`src/rtl/benes_cfg_loader.sv`:
```
// Configuration loader for the 16x16 Benes network. It collects one switch word per stage into a shadow bank and then commits all stages to the network in a single clock edge.
// Optional feature: define BENES_CFG_PARITY_EN to add the cfg_par input, which carries an even-parity check bit for each beat.
module benes_cfg_loader #(
    parameter int N_STAGES     = 7,
    parameter int SW_PER_STAGE = 8,
    parameter int IDX_W        = 3
) (
    input  logic                    clk,
    input  logic                    rst_n,
    input  logic                    cfg_valid,
    output logic                    cfg_ready,
    input  logic [SW_PER_STAGE-1:0] cfg_data,
    input  logic                    cfg_last,
`ifdef BENES_CFG_PARITY_EN
    input  logic                    cfg_par,
`endif
    input  logic                    commit_hold,
    output logic [SW_PER_STAGE-1:0] switch_set [0:N_STAGES-1],
    output logic                    cfg_done,
    output logic                    cfg_err,
    output logic                    cfg_loaded
);

    typedef enum logic [1:0] {LOAD, DROP, COMMIT_WAIT} state_t;

    localparam logic [IDX_W-1:0] LAST_IDX = IDX_W'(N_STAGES - 1);

    state_t                  state_reg, state_next;
    logic [IDX_W-1:0]        wr_idx_reg, wr_idx_next;
    logic [SW_PER_STAGE-1:0] shadow_reg [0:N_STAGES-1];
    logic [N_STAGES-1:0]     stage_we;
    logic                    beat, shadow_wr, commit, err_next, par_ok;

    assign cfg_ready = (state_reg != COMMIT_WAIT);
    assign beat      = cfg_valid && cfg_ready;

`ifdef BENES_CFG_PARITY_EN
    assign par_ok = ~^{cfg_data, cfg_par};
`else
    assign par_ok = 1'b1;
`endif

    genvar gi;
    generate
        for (gi = 0; gi < N_STAGES; gi++) begin : g_we
            assign stage_we[gi] = shadow_wr && (wr_idx_reg == IDX_W'(gi));
        end
    endgenerate

    always_comb begin
        state_next  = state_reg;
        wr_idx_next = wr_idx_reg;
        shadow_wr   = 1'b0;
        commit      = 1'b0;
        err_next    = 1'b0;
        case (state_reg)
            LOAD: begin
                if (beat) begin
                    shadow_wr = 1'b1;
                    if (!par_ok) begin
                        // A bad-parity beat poisons the frame, so drop the rest of it.
                        err_next    = 1'b1;
                        wr_idx_next = '0;
                        state_next  = cfg_last ? LOAD : DROP;
                    end else if (cfg_last) begin
                        wr_idx_next = '0;
                        if (wr_idx_reg == LAST_IDX) state_next = COMMIT_WAIT;
                        else                        err_next   = 1'b1;
                    end else if (wr_idx_reg == LAST_IDX) begin
                        err_next    = 1'b1;
                        wr_idx_next = '0;
                        state_next  = DROP;
                    end else begin
                        wr_idx_next = wr_idx_reg + IDX_W'(1);
                    end
                end
            end
            DROP: begin
                if (beat && cfg_last) begin
                    state_next  = LOAD;
                    wr_idx_next = '0;
                end
            end
            COMMIT_WAIT: begin
                if (!commit_hold) begin
                    commit     = 1'b1;
                    state_next = LOAD;
                end
            end
            default: state_next = LOAD;
        endcase
    end

    always_ff @(posedge clk or negedge rst_n) begin
        if (!rst_n) begin
            state_reg  <= LOAD;
            wr_idx_reg <= '0;
            cfg_done   <= 1'b0;
            cfg_err    <= 1'b0;
            cfg_loaded <= 1'b0;
        end else begin
            state_reg  <= state_next;
            wr_idx_reg <= wr_idx_next;
            cfg_done   <= commit;
            cfg_err    <= err_next;
            cfg_loaded <= cfg_loaded | commit;
        end
    end

    // Every stage copies from the shadow bank on the same edge, so the network never sees a mixed configuration.
    always_ff @(posedge clk or negedge rst_n) begin
        if (!rst_n) begin
            for (int i = 0; i < N_STAGES; i++) begin
                shadow_reg[i] <= '0;
                switch_set[i] <= '0;
            end
        end else begin
            for (int i = 0; i < N_STAGES; i++) begin
                if (stage_we[i]) shadow_reg[i] <= cfg_data;
                if (commit)      switch_set[i] <= shadow_reg[i];
            end
        end
    end

endmodule

```
`config.mk`:
```
export PLATFORM = sky130hd
export DESIGN_NAME = benes_cfg_loader
export DESIGN_NICKNAME = d
export VERILOG_FILES = /design/src/rtl/benes_cfg_loader.sv
export SDC_FILE = /design/constraint.sdc
export NUM_CORES = 1
export LEC_CHECK = 0
export CAP_MARGIN = 20
export CORE_MARGIN = 2
export CORE_UTILIZATION = 57
export CTS_CLUSTER_DIAMETER = 120
export DETAILED_ROUTE_END_ITERATION = 12
export PLACE_DENSITY_LB_ADDON = 0.1
export SETUP_SLACK_MARGIN = 0.2
export SLEW_MARGIN = 20
export SYNTH_ARGS = -nofsm -noshare
export SYNTH_HDL_FRONTEND = slang
export SYNTH_SLANG_ARGS = --single-unit
```
`constraint.sdc`:
```
create_clock -name clk -period 2.72 [get_ports clk]
set_input_delay 0.544 -clock clk [delete_from_list [all_inputs] [get_ports clk]]
set_output_delay 0.544 -clock clk [all_outputs]
set_load 0.1 [all_outputs]
```
# Yosys cells after proc, flatten, opt, wreduce, memory -nomap -nowiden
# Cells that the tools add are included.
dict set report word_totals {
  regBits 120
  output_inout_bits 60
  wordCells 69
}
dict set report op_classes {
  addsub 1
  n_eq_ne 13
  mux 21
  bitwise 1
  reduce_logical 14
}
# op count
set ops {}
lappend ops {{2-bit 2-to-1 mux} 6}
lappend ops {{3-bit 2-to-1 mux} 4}
lappend ops {{2-bit inequality test (second input constant)} 5}
lappend ops {{3-bit equality test (second input constant)} 3}
lappend ops {{1-bit logical AND} 9}
lappend ops {{1-bit 2-to-1 mux} 9}
lappend ops {{3-bit by 2-bit equality test with 1-bit output (second input constant)} 2}
lappend ops {{2-bit case mux with 3 select lines} 1}
lappend ops {{3-bit case mux with 2 select lines} 1}
lappend ops {{4-bit AND reduction} 1}
lappend ops {{3-bit by 1-bit adder with 3-bit output (second input constant)} 1}
lappend ops {{3-bit by 1-bit equality test with 1-bit output (second input constant)} 1}
lappend ops {{3-bit logical NOT} 1}
lappend ops {{3-bit AND reduction} 1}
lappend ops {{2-bit by 1-bit equality test with 1-bit output (second input constant)} 1}
lappend ops {{2-bit equality test (second input constant)} 1}
lappend ops {{2-bit logical NOT} 1}
lappend ops {{2-bit nonzero test} 1}
lappend ops {{1-bit bitwise OR} 1}

# Logic depth before layout (Yosys ltp)
dict set report logic_depth {
  ltp_word 5
  mapped_depth 5
  depth_no_buf 4
}

# Worst setup path after synthesis
# OpenSTA, ideal clock, no wires.
dict set report synth_path {
  path_type {register to register}
  from {reg state_reg[1]}
  to {reg switch_set[41] (netlist name)}
  setup_ns 0.125
  t_arrival_ns 1.782
  required_time_ns 2.595
  slack_ns 0.813
  stages_incl_launch_ff 6
  path_buffers 2
  period_less_slack_ns 1.907
  path_cell_list {dfrtp_1 nand2b_2 nor2_2 buf_6 buf_6 mux2_2}
}
dict set report synth_via {
  elab_chain_len 2
}
# element line_no
set synth_lines {}
lappend synth_lines {{from (decl)} 28} ;# state_t state_reg, state_next;
lappend synth_lines {{from (signal assigned)} 102} ;# state_reg <= state_next;
lappend synth_lines {{2-bit equality test} 56} ;# case (state_reg)
lappend synth_lines {{1-bit 2-to-1 mux} 56}
lappend synth_lines {{to (signal, indexed assignment)} 120} ;# if (commit) switch_set[i] <= shadow_reg[i];
lappend synth_lines {{to (decl)} 18} ;# output logic [SW_PER_STAGE-1:0] switch_set [0:N_STAGES-1],
# Every way passes these cells.
# A chain may end at the register's enable or synchronous reset.

# Worst setup path in the final report
dict set report layout_path {
  from {reg state_reg[0]}
  to {out cfg_ready}
}
dict set report layout_via {
  elab_chain_len 1
}
# element line_no
set layout_lines {}
lappend layout_lines {{2-bit inequality test} 34} ;# assign cfg_ready = (state_reg != COMMIT_WAIT);
lappend layout_lines {{to (decl)} 11} ;# output logic cfg_ready,
# Every way passes these cells.

==> flow_summary.html <==
<table>
<tr><th>Metric</th><th>Value</th></tr>
<tr><th colspan="2">Outcome</th></tr>
<tr><td>Run status</td><td>completed</td></tr>
<tr><th colspan="2">STA</th></tr>
<tr><td>Setup-violating endpoint count in the final report</td><td>0</td></tr>
<tr><td>Max Slew Vio Count</td><td>0</td></tr>
<tr><td>Transition time of the tightest slew-check pin</td><td>0.655 ns</td></tr>
<tr><td>Time the worst path needs with I/O delays and setup</td><td>2.25 ns</td></tr>
<tr><td>Highest clock frequency the design can meet</td><td>0.444 GHz</td></tr>
<tr><td>Worst clock skew on the final layout</td><td>0.00598 ns</td></tr>
<tr><td>Hold violation total from the final report</td><td>0</td></tr>
<tr><td>Share of the clock period used by the worst path</td><td>0.828</td></tr>
<tr><td>Worst Slack Setup Final</td><td>0.468 ns</td></tr>
<tr><td>Setup repair after global routing missed its margin</td><td>no</td></tr>
<tr><td>Slew margin rel.</td><td>0.564</td></tr>
<tr><td>Setup TNS after final layout</td><td>0 ns</td></tr>
<tr><th colspan="2">Clock tree</th></tr>
<tr><td>Clock tree from TritonCTS</td><td>done</td></tr>
<tr><td>Register clock-pin slew on the reported worst setup and hold paths</td><td>0.06 ns</td></tr>
<tr><td>Clock insertion delay at the later pin of the skew report</td><td>0.50 ns</td></tr>
<tr><td>Gates resized, CTS repair</td><td>0</td></tr>
<tr><td>Clk sinks</td><td>120</td></tr>
<tr><td>Maximum count of clock buffers along a single path</td><td>2</td></tr>
<tr><td>TritonCTS Buffers</td><td>17</td></tr>
<tr><td>Number of buffers inserted to repair setup after CTS</td><td>0</td></tr>
<tr><td>CTS H-tree lvls</td><td>4</td></tr>
<tr><td>Hold_buf cts</td><td>0</td></tr>
<tr><td>Root buffer cell</td><td>sky130_fd_sc_hd__clkbuf_8</td></tr>
<tr><th colspan="2">Job</th></tr>
<tr><td>Reported max-cap violation count</td><td>0</td></tr>
<tr><th colspan="2">Final layout</th></tr>
<tr><td>Fraction of layout instances using a drive strength above 1</td><td>0.579</td></tr>
<tr><td>Net count, final</td><td>381</td></tr>
<tr><td>Number of inserted diodes</td><td>0</td></tr>
<tr><td>Layout area overhead</td><td>27.7%</td></tr>
<tr><td>FF+latch area</td><td>3000 um2</td></tr>
<tr><td># fillers</td><td>474</td></tr>
<tr><td>Total area of multi-input combinational cells</td><td>1570 um2</td></tr>
<tr><th colspan="2">Drt</th></tr>
<tr><td>Routed via count</td><td>2647</td></tr>
<tr><td>Number of nets still failing antenna checks after routing</td><td>0</td></tr>
<tr><td>Violation count after the first detailed-routing iteration</td><td>97</td></tr>
<tr><td>Remaining design rule violation count</td><td>0</td></tr>
<tr><td>Drt wl/cell</td><td>18.7 um</td></tr>
<tr><td>DR pass1 iterations</td><td>4</td></tr>
<tr><td>Routed via count divided by cell count</td><td>5.49</td></tr>
<tr><td>Total routed wirelength</td><td>9020 um</td></tr>
<tr><th colspan="2">Global routing</th></tr>
<tr><td>Gr usage total</td><td>0.226</td></tr>
<tr><td>Vias in the first global route</td><td>2827</td></tr>
<tr><td>First-pass GRT wire length</td><td>14700 um</td></tr>
<tr><td>GR Overflow Total</td><td>0</td></tr>
<tr><td>Number of antenna violations at the first check in global routing</td><td>0</td></tr>
<tr><td>Largest net degree at the start of global routing</td><td>59</td></tr>
<tr><th colspan="2">Die</th></tr>
<tr><td>Rows</td><td>32</td></tr>
<tr><td>Total Die Area</td><td>8880 um2</td></tr>
<tr><td>Core area</td><td>7810 um2</td></tr>
<tr><td>Initial standard-cell utilization of the core</td><td>0.594</td></tr>
<tr><td>Horizontal die dimension</td><td>94.2 um</td></tr>
<tr><td>Height of the die</td><td>94.2 um</td></tr>
<tr><td>Number of I/O pins</td><td>73</td></tr>
<tr><th colspan="2">Critical path</th></tr>
<tr><td>Critical Path RT</td><td>2.18 ns</td></tr>
<tr><td>Critical path fanouts, max</td><td>11</td></tr>
<tr><td>Sort of element at the start of the critical path</td><td>register</td></tr>
<tr><td>Endpoint class of the critical path</td><td>output pin</td></tr>
<tr><td>Worst setup path class</td><td>reg2out</td></tr>
<tr><td>Worst EP arrival</td><td>1.71 ns</td></tr>
<tr><th colspan="2">Placed design</th></tr>
<tr><td>Number of buffers inserted by port buffering</td><td>72</td></tr>
<tr><td>Routability-driven placement congestion ratio</td><td>0.701</td></tr>
<tr><td>Post-placement worst setup slack</td><td>0.401 ns</td></tr>
<tr><td>DP HPWL</td><td>5710 um</td></tr>
<tr><th colspan="2">Logic synthesis</th></tr>
<tr><td>Gate count after technology mapping</td><td>280</td></tr>
<tr><td>Count of yosys warnings during synthesis</td><td>0</td></tr>
<tr><td>Net count after synthesis</td><td>294</td></tr>
<tr><td>Share of synthesized registers carrying an async set or reset</td><td>1.00</td></tr>
<tr><td>Number of synthesized register bits</td><td>120</td></tr>
<tr><td>Synth Cell Area</td><td>4640 um2</td></tr>
<tr><td>Count of unique library cells instantiated by Yosys</td><td>33</td></tr>
<tr><td>Post-synth EDFFs</td><td>0</td></tr>
<tr><td>Mean post-synth cell area</td><td>16.6 um2</td></tr>
<tr><td>Dominant synthesized flop cell</td><td>sky130_fd_sc_hd__dfrtp_1</td></tr>
<tr><td>Sequential share of the synthesized area</td><td>0.647</td></tr>
<tr><th colspan="2">Hold path</th></tr>
<tr><td>Tightest Hold Check Type</td><td>in2async</td></tr>
<tr><th colspan="2">Pwr</th></tr>
<tr><td>Static power due to leakage</td><td>2.90 nW</td></tr>
<tr><td>Power per standard cell area</td><td>1150 nW/um2</td></tr>
<tr><td>IR Drop Worst-Case VDD</td><td>553 uV</td></tr>
</table>
[cells in the final DEF, fill, tap and decap left out, drive strengths merged, types with 4 or more instances in the layout]
| cell | count |
|---|---|
| dfrtp | 120 |
| inv | 4 |
| clkinv | 4 |
| clkinvlp | 4 |
| clkbuf | 18 |
| nand2 | 9 |
| buf | 66 |
| clkdlybuf4s50 | 11 |
| mux2 | 112 |
[cell families (layout without fill, tap and decap cells)]
logic type / Yosys count / count (layout) / synth area share
AO/OA/AOI/OAI: 9 / 9 / 0.0132
adder cells (fa/ha/maj): 1 / 1 / 0.00270
multiplexers: 112 / 112 / 0.272
flip-flops: 120 / 120 / 0.647
XOR/XNOR: 1 / 1 / 0.00189
buffers and inverters: 10 / 110 / 0.0154
AND/OR/NAND/NOR: 27 / 27 / 0.0480
[layout make-up]
type,count,area share
sequential,120,0.507
tap,102,0.0215
inverter,1,0.000633
clock buffer,18,0.0705
timing repair buffer,77,0.106
clock inverter,14,0.0293
multi-input combinational,150,0.265
[path summary, 6_finish.rpt]
kind / from / endpoint / slack (ns) / depth (start not counted)
hold reg to reg: cfg_loaded / cfg_loaded / 0.47 / 1
min in group clk: cfg_loaded / cfg_loaded / 0.47 / 1
hold / removal: rst_n / switch_set[49] / 0.07 / 1
setup / recovery: state_reg[0] / cfg_ready / 0.47 / 2
max in group asynchronous: rst_n / shadow_reg[40] / 1.96 / 2
setup reg to reg: wr_idx_reg[0] / shadow_reg[26] / 0.92 / 4
[per-stage QoR]
stage / area (um2) / utilization / hold WS, ns / power (mW) / std cells
after floorplan: 4640 / - / 0.248 / 4.13 / 280
after global placement: 5340 / 0.683 / 0.453 / 4.57 / 450
after detailed placement: 5340 / 0.683 / 0.467 / 4.63 / 450
after CTS: 5930 / 0.759 / 0.0747 / 6.88 / 482
after global routing: 5930 / 0.759 / 0.104 / 7.08 / 482
final: 5930 / 0.759 / 0.0681 / 6.82 / 482
[worst max-delay path, cell delays in order (launching register included)]
cell and delay [ns]:
sky130_fd_sc_hd__dfrtp_1 0.65, sky130_fd_sc_hd__nand2b_2 0.25, sky130_fd_sc_hd__buf_4 0.30
[synth_stat cells, drive strengths merged (2+ instances only)]
library cell / count / area, um2
nand2b: 2 / 22.5
nor3b: 2 / 37.5
buf: 8 / 63.8
dfrtp: 120 / 3000
nor2: 2 / 10.0
mux2: 112 / 1260
o21ai: 2 / 10.0
a21oi: 2 / 10.0
nand3: 3 / 30.0
nor2b: 2 / 12.5
nand2: 9 / 41.3
[per-layer routing]
metal | share of wire | GRT usage | vias to the layer above
met4 | 0.021 | 0.0918 | 0
li1 | - | - | 1183
met1 | 0.43 | 0.296 | 1374
met3 | 0.045 | 0.0586 | 16
met2 | 0.50 | 0.361 | 74
met5 | 0 | 0 | -
[power by group]
group | internal [mW] | switching [mW]
logic | 0.634 | 1.35
clock network | 1.40 | 0.804
registers | 2.32 | 0.309
total | 4.36 | 2.46
No activity file was read; power rests on OpenSTA's default activity.
